`src/rtl/escalonador_andares.sv`:
```
// SCAN request scheduler for the elevator core: latches floor calls, picks the next target
// and sequences the door dwell. Define CAPACIDADE_EN to enable overload hold of the door.
module escalonador_andares #(
  parameter int unsigned NUM_ANDARES  = 5,
  parameter int unsigned PORTA_CICLOS = 3,
  parameter int unsigned CAPACIDADE   = 8
) (
  input  logic                   clk,
  input  logic                   reset,
  input  logic [NUM_ANDARES-1:0] req,
  input  logic [2:0]             andar_atual,
  input  logic                   parado,
  input  logic [3:0]             num_people,
  output logic [2:0]             andar_requisitado,
  output logic                   alvo_valido,
  output logic [NUM_ANDARES-1:0] pendentes,
  output logic                   porta_aberta,
  output logic                   direcao_sobe,
  output logic                   sobrecarga
);

  localparam int unsigned CntW = (PORTA_CICLOS > 1) ? $clog2(PORTA_CICLOS) : 1;
  localparam logic [CntW-1:0] CntLoad = CntW'(PORTA_CICLOS - 1);

  typedef enum logic [1:0] {StIdle, StSelect, StMoving, StPorta} state_e;

  state_e                 state_q, state_d;
  logic [NUM_ANDARES-1:0] pend_q, pend_d, req_prev_q;
  logic [2:0]             alvo_q, alvo_d;
  logic                   valido_q, valido_d;
  logic                   porta_q, porta_d;
  logic                   dir_q, dir_d;
  logic                   sobre_q, sobre_d;
  logic [CntW-1:0]        cnt_q, cnt_d;

  logic [NUM_ANDARES-1:0] rise, match_vec, tgt_vec, above_vec, below_vec, set_vec, clr_vec;
  logic                   here_call, here_pend, any_above, any_below, arrive;
  logic [2:0]             lo_above, hi_below;

  // Out-of-range andar_atual simply matches no bit; above/below stay numeric.
  always_comb begin
    match_vec = '0;
    tgt_vec   = '0;
    above_vec = '0;
    below_vec = '0;
    for (int unsigned i = 0; i < NUM_ANDARES; i++) begin
      match_vec[i] = (3'(i) == andar_atual);
      tgt_vec[i]   = (3'(i) == alvo_q);
      above_vec[i] = (3'(i) > andar_atual);
      below_vec[i] = (3'(i) < andar_atual);
    end
  end

  always_comb begin
    lo_above = '0;
    hi_below = '0;
    for (int i = int'(NUM_ANDARES) - 1; i >= 0; i--) begin
      if (pend_q[i] && above_vec[i]) lo_above = 3'(i);
    end
    for (int i = 0; i < int'(NUM_ANDARES); i++) begin
      if (pend_q[i] && below_vec[i]) hi_below = 3'(i);
    end
  end

  assign rise      = req & ~req_prev_q;
  assign here_call = parado && ((state_q == StIdle) || (state_q == StPorta)) &&
                     (|(rise & match_vec));
  assign here_pend = |(pend_q & match_vec);
  assign any_above = |(pend_q & above_vec);
  assign any_below = |(pend_q & below_vec);
  assign arrive    = parado && (andar_atual == alvo_q);

  // Pending set: a call at the current stopped floor is served by the door, not latched.
  always_comb begin
    set_vec = here_call ? (rise & ~match_vec) : rise;
    clr_vec = '0;
    if (state_q == StSelect && here_pend) clr_vec = match_vec;
    if (state_q == StMoving && arrive)    clr_vec = tgt_vec;
    pend_d = (pend_q | set_vec) & ~clr_vec;
  end

`ifdef CAPACIDADE_EN
  assign sobre_d = (32'(num_people) > CAPACIDADE);
`else
  logic unused_num_people;
  assign unused_num_people = ^num_people;
  assign sobre_d = 1'b0;
`endif

  always_ff @(posedge clk or negedge reset) begin
    if (!reset) begin
      state_q    <= StIdle;
      pend_q     <= '0;
      req_prev_q <= '0;
      alvo_q     <= '0;
      valido_q   <= 1'b0;
      porta_q    <= 1'b0;
      dir_q      <= 1'b1;
      sobre_q    <= 1'b0;
      cnt_q      <= '0;
    end else begin
      state_q    <= state_d;
      pend_q     <= pend_d;
      req_prev_q <= req;
      alvo_q     <= alvo_d;
      valido_q   <= valido_d;
      porta_q    <= porta_d;
      dir_q      <= dir_d;
      sobre_q    <= sobre_d;
      cnt_q      <= cnt_d;
    end
  end

  // IDLE looks at pend_d so a fresh call reaches SELECT on the edge that latches it.
  always_comb begin
    state_d = state_q;
    unique case (state_q)
      StIdle: begin
        if (here_call)                          state_d = StPorta;
        else if ((pend_d != '0) && !sobre_q)    state_d = StSelect;
      end
      StSelect: begin
        if (here_pend)                          state_d = StPorta;
        else if (any_above || any_below)        state_d = StMoving;
        else                                    state_d = StIdle;
      end
      StMoving: begin
        if (arrive)                             state_d = StPorta;
      end
      StPorta: begin
        if (!here_call && !sobre_q && (cnt_q == '0)) state_d = StSelect;
      end
      default: state_d = StIdle;
    endcase
  end

  always_comb begin
    alvo_d   = alvo_q;
    valido_d = valido_q;
    porta_d  = porta_q;
    dir_d    = dir_q;
    cnt_d    = cnt_q;
    unique case (state_q)
      StIdle: begin
        if (here_call) begin
          porta_d = 1'b1;
          cnt_d   = CntLoad;
        end
      end
      StSelect: begin
        if (here_pend) begin
          porta_d = 1'b1;
          cnt_d   = CntLoad;
        end else if (dir_q && any_above) begin
          alvo_d   = lo_above;
          valido_d = 1'b1;
        end else if (any_below) begin
          alvo_d   = hi_below;
          valido_d = 1'b1;
          dir_d    = 1'b0;
        end else if (any_above) begin
          alvo_d   = lo_above;
          valido_d = 1'b1;
          dir_d    = 1'b1;
        end
      end
      StMoving: begin
        if (arrive) begin
          valido_d = 1'b0;
          porta_d  = 1'b1;
          cnt_d    = CntLoad;
        end
      end
      StPorta: begin
        if (here_call || sobre_q) cnt_d = CntLoad;
        else if (cnt_q == '0)     porta_d = 1'b0;
        else                      cnt_d = cnt_q - CntW'(1);
      end
      default: ;
    endcase
  end

  assign andar_requisitado = alvo_q;
  assign alvo_valido       = valido_q;
  assign pendentes         = pend_q;
  assign porta_aberta      = porta_q;
  assign direcao_sobe      = dir_q;
  assign sobrecarga        = sobre_q;

endmodule

```
`config.mk`:
```
export PLATFORM = sky130hd
export DESIGN_NAME = escalonador_andares
export DESIGN_NICKNAME = d
export VERILOG_FILES = /design/src/rtl/escalonador_andares.sv
export SDC_FILE = /design/constraint.sdc
export NUM_CORES = 1
export LEC_CHECK = 0
export ABC_CLOCK_PERIOD_IN_PS = 3480
export CAP_MARGIN = 30
export CORE_ASPECT_RATIO = 1.2
export CORE_UTILIZATION = 40
export CTS_CLUSTER_DIAMETER = 60
export DETAILED_ROUTE_END_ITERATION = 8
export SLEW_MARGIN = 5
export SYNTH_ARGS = -nofsm -noshare
export SYNTH_HDL_FRONTEND = slang
export SYNTH_SLANG_ARGS = --single-unit
export TNS_END_PERCENT = 50
```
`constraint.sdc`:
```
create_clock -name clk -period 3.48 [get_ports clk]
set_input_delay 0.87 -clock clk [delete_from_list [all_inputs] [get_ports clk]]
set_output_delay 0.87 -clock clk [all_outputs]
set_load 0.01 [all_outputs]
```
==> flow_summary.yaml <==
outcome:
  outcome: "finished with violations"
  violations: "design-rule violations"
logic_synthesis:
  synth_top_cell_area_share_pct: 32.56
  synth_cell_types: 54
  synth_edf_count: 0
  synth_area_mm2: 0.001460
  synth_fp_nets: 184
  async_flop_share_pct: 100.0
  ys_top_cells_by_area: "dfrtp_1, o21ai_0, ha_1"
  synth_cells: 164
  yosysSeqAreaShare_pct: 34.36
  yosysMostFrequentCell: "dfrtp_1"
  ys_ff_latch: 20
  synth_ff_type: "dfrtp_1"
  yosys_warnings: 0
  synth_common_cells: "dfrtp_1, o21ai_0, inv_1"
  postSynthAreaPerCell_um2: 8.903
  yosysTopAreaCell: "dfrtp_1"
sta:
  maxSlewViolCount: 0
  finalCritPeriodShare_pct: 91.94
  fmax_mhz: 312.5
  tightest_slew_ps: 557.5
  skew_ps: 4.831
  relSlewSlack_pct: 62.71
  rsz0062_at_grt: "no"
  report.final.hold_viol_count: 0
  fin_ws_ps: 280.4
  finalSetupTns_ps: 0
  period_minus_slack_ps: 3200
  setup_violations: 0
power:
  powerDensity_mw_per_mm2: 644.7
  power_leakage_nw: 0.8108
  peakVddDrop_uv: 253.3
clock_network:
  htree_num_levels: 1
  cts_buffer_depth: 2
  cts.sinks: 20
  cts_tree: "done"
  cts_resized: 0
  cts_hold_buf: 0
  post_cts_buffers: 0
  cts-buffers-inserted: 3
  root_buffer: "clkbuf_8"
  clkTransAtPathRegs_ps: 80
  clk_latency_ps: 260
drt:
  drt_iter0_markers: 52
  ant_nets: 0
  wl_per_cell_um: 17.07
  routed_wl_mm: 4.012
  drt_pass1_iterations: 9
  vias: 1401
  vias_per_cell: 5.962
  drc: 2
layout:
  area_delta_synth_final_pct: 29.05
  nets: 219
  num-fill-cells: 333
  antenna_cells: 0
  seqCellArea_um2: 501.7
  fin_util_pct: 55.02
  multiInputGateArea_um2: 869.6
  fin_cells: 235
  drive_above_1_share_pct: 15.66
worst_hold_path:
  min_path_cells: 2
  whs_endpoint: "direcao_sobe$_DFFE_PN1P_"
  worstHoldPathType: "flip-flop to flip-flop"
  hp-start: "direcao_sobe$_DFFE_PN1P_"
grt:
  grt_max_degree: 22
  grt_pass1_wl_mm: 6.568
  grt_pass1_vias: 1377
  grtUsageTotal_pct: 22.38
  overflow: 0
  grt_antenna_before_repair: 0
floorplanning:
  core_mm2: 0.003425
  io_pins: 27
  die_w_um: 57.16
  dieArea_mm2: 0.003897
  die_y_um: 68.19
  start_util_pct: 42.64
  rows: 23
worst_setup_path:
  endpoint_kind: "flip-flop"
  required_ps: 3630
  critPathArrivalTime_ps: 3350
  r2r_end: "state_q[0]$_DFFE_PN0P_"
  r2r_cells: 9
  r2r_setup_slack_ps: 860
  r2r_start: "state_q[0]$_DFFE_PN0P_"
  critPathKind: "input pin to flip-flop"
  cp_max_fo: 7
  start_kind: "input pin"
placed_design:
  gp_congestion: 0.8978
  place.detailed.instances: 230
  pre_cts_slack_ps: -5.231
  hpwl_mm: 3.084
  io_buffers: 21
job:
  drv_cap: 0
through the flow:
step | area (µm²) | hold WS, ps | total power, mW
finish | 1884 | 511.2 | 1.215
global route | 1884 | 533.9 | 1.308
global placement | 1798 | 491.0 | 0.9590
floorplan | 1460 | 497.3 | 0.7423
detailed placement | 1798 | 502.2 | 0.9776
CTS | 1869 | 515.8 | 1.218
logic make-up (layout without fill, tap and decap cells):
logic type	after synthesis	after routing	share of synthesized area [%]
xor gates and xnor gates	3	3	1.800
DFF	20	20	34.36
other	1	1	0.2568
adders and majority gates	5	5	4.284
and+or+nand+nor	55	55	23.22
AOI/OAI and AO/OA	57	57	26.91
muxes	4	4	3.085
buffers and inverters	19	53	6.084
how the worst max path moves through the flow:
stage / startpoint / endpoint / slack (ps) / cells after the start
floorplan: andar_atual[0] / state_q[0]$_DFFE_PN0P_ / 790 / 8
global placement: andar_atual[2] / state_q[0]$_DFFE_PN0P_ / -10 / 9
detailed placement: andar_atual[2] / state_q[0]$_DFFE_PN0P_ / -5 / 8
CTS: andar_atual[2] / state_q[0]$_DFFE_PN0P_ / 280 / 8
global route: andar_atual[2] / state_q[0]$_DFFE_PN0P_ / 160 / 8
finish: andar_atual[2] / state_q[0]$_DFFE_PN0P_ / 280 / 8
metal layers:
layer	GRT usage, %	wire length (µm)	up-vias
met2	40.59	2012	48
met1	27.25	1716	671
met3	3.025	207	8
li1	-	-	674
met4	7.927	76	0
met5	0	0	-
critical path, cell delays in order:
cell	delay [ps]
clkdlybuf4s50_1	540
xor2_1	250
nor4b_4	480
and2_1	220
a221oi_1	100
or4_1	540
o31ai_2	230
a21oi_1	100
cells in the final DEF (no fill, tap or decap), drive strengths merged, types with 5 or more instances in the layout:
cell type	count
a31oi	7
inv	12
o21ai	18
nor2	8
buf	16
a21oi	7
clkdlybuf4s50	21
nand2	11
ha	5
dfrtp	19
final cells by class:
type                       instances  area share (%)
inverter                          12           2.390
clock inverter                     1           1.594
timing repair buffer              37           18.59
sequential                        20           26.63
clock buffer                       3           2.191
multi-input combinational        125           46.15
tap                               37           2.457
registers in the layout (all words and copies together), names as in the netlist:
name and count:
state_q 2, alvo_valido 1, porta_aberta 1, direcao_sobe 1, andar_requisitado 3, cnt_q 2, pendentes 5, req_prev_q 5
power by group:
group,total (mW),internal [mW],switching [mW]
logic,0.588,0.293,0.295
clock network,0.238,0.154,0.0844
registers,0.389,0.298,0.0912
total,1.21,0.744,0.471
Power figures use the tool's default switching activity.
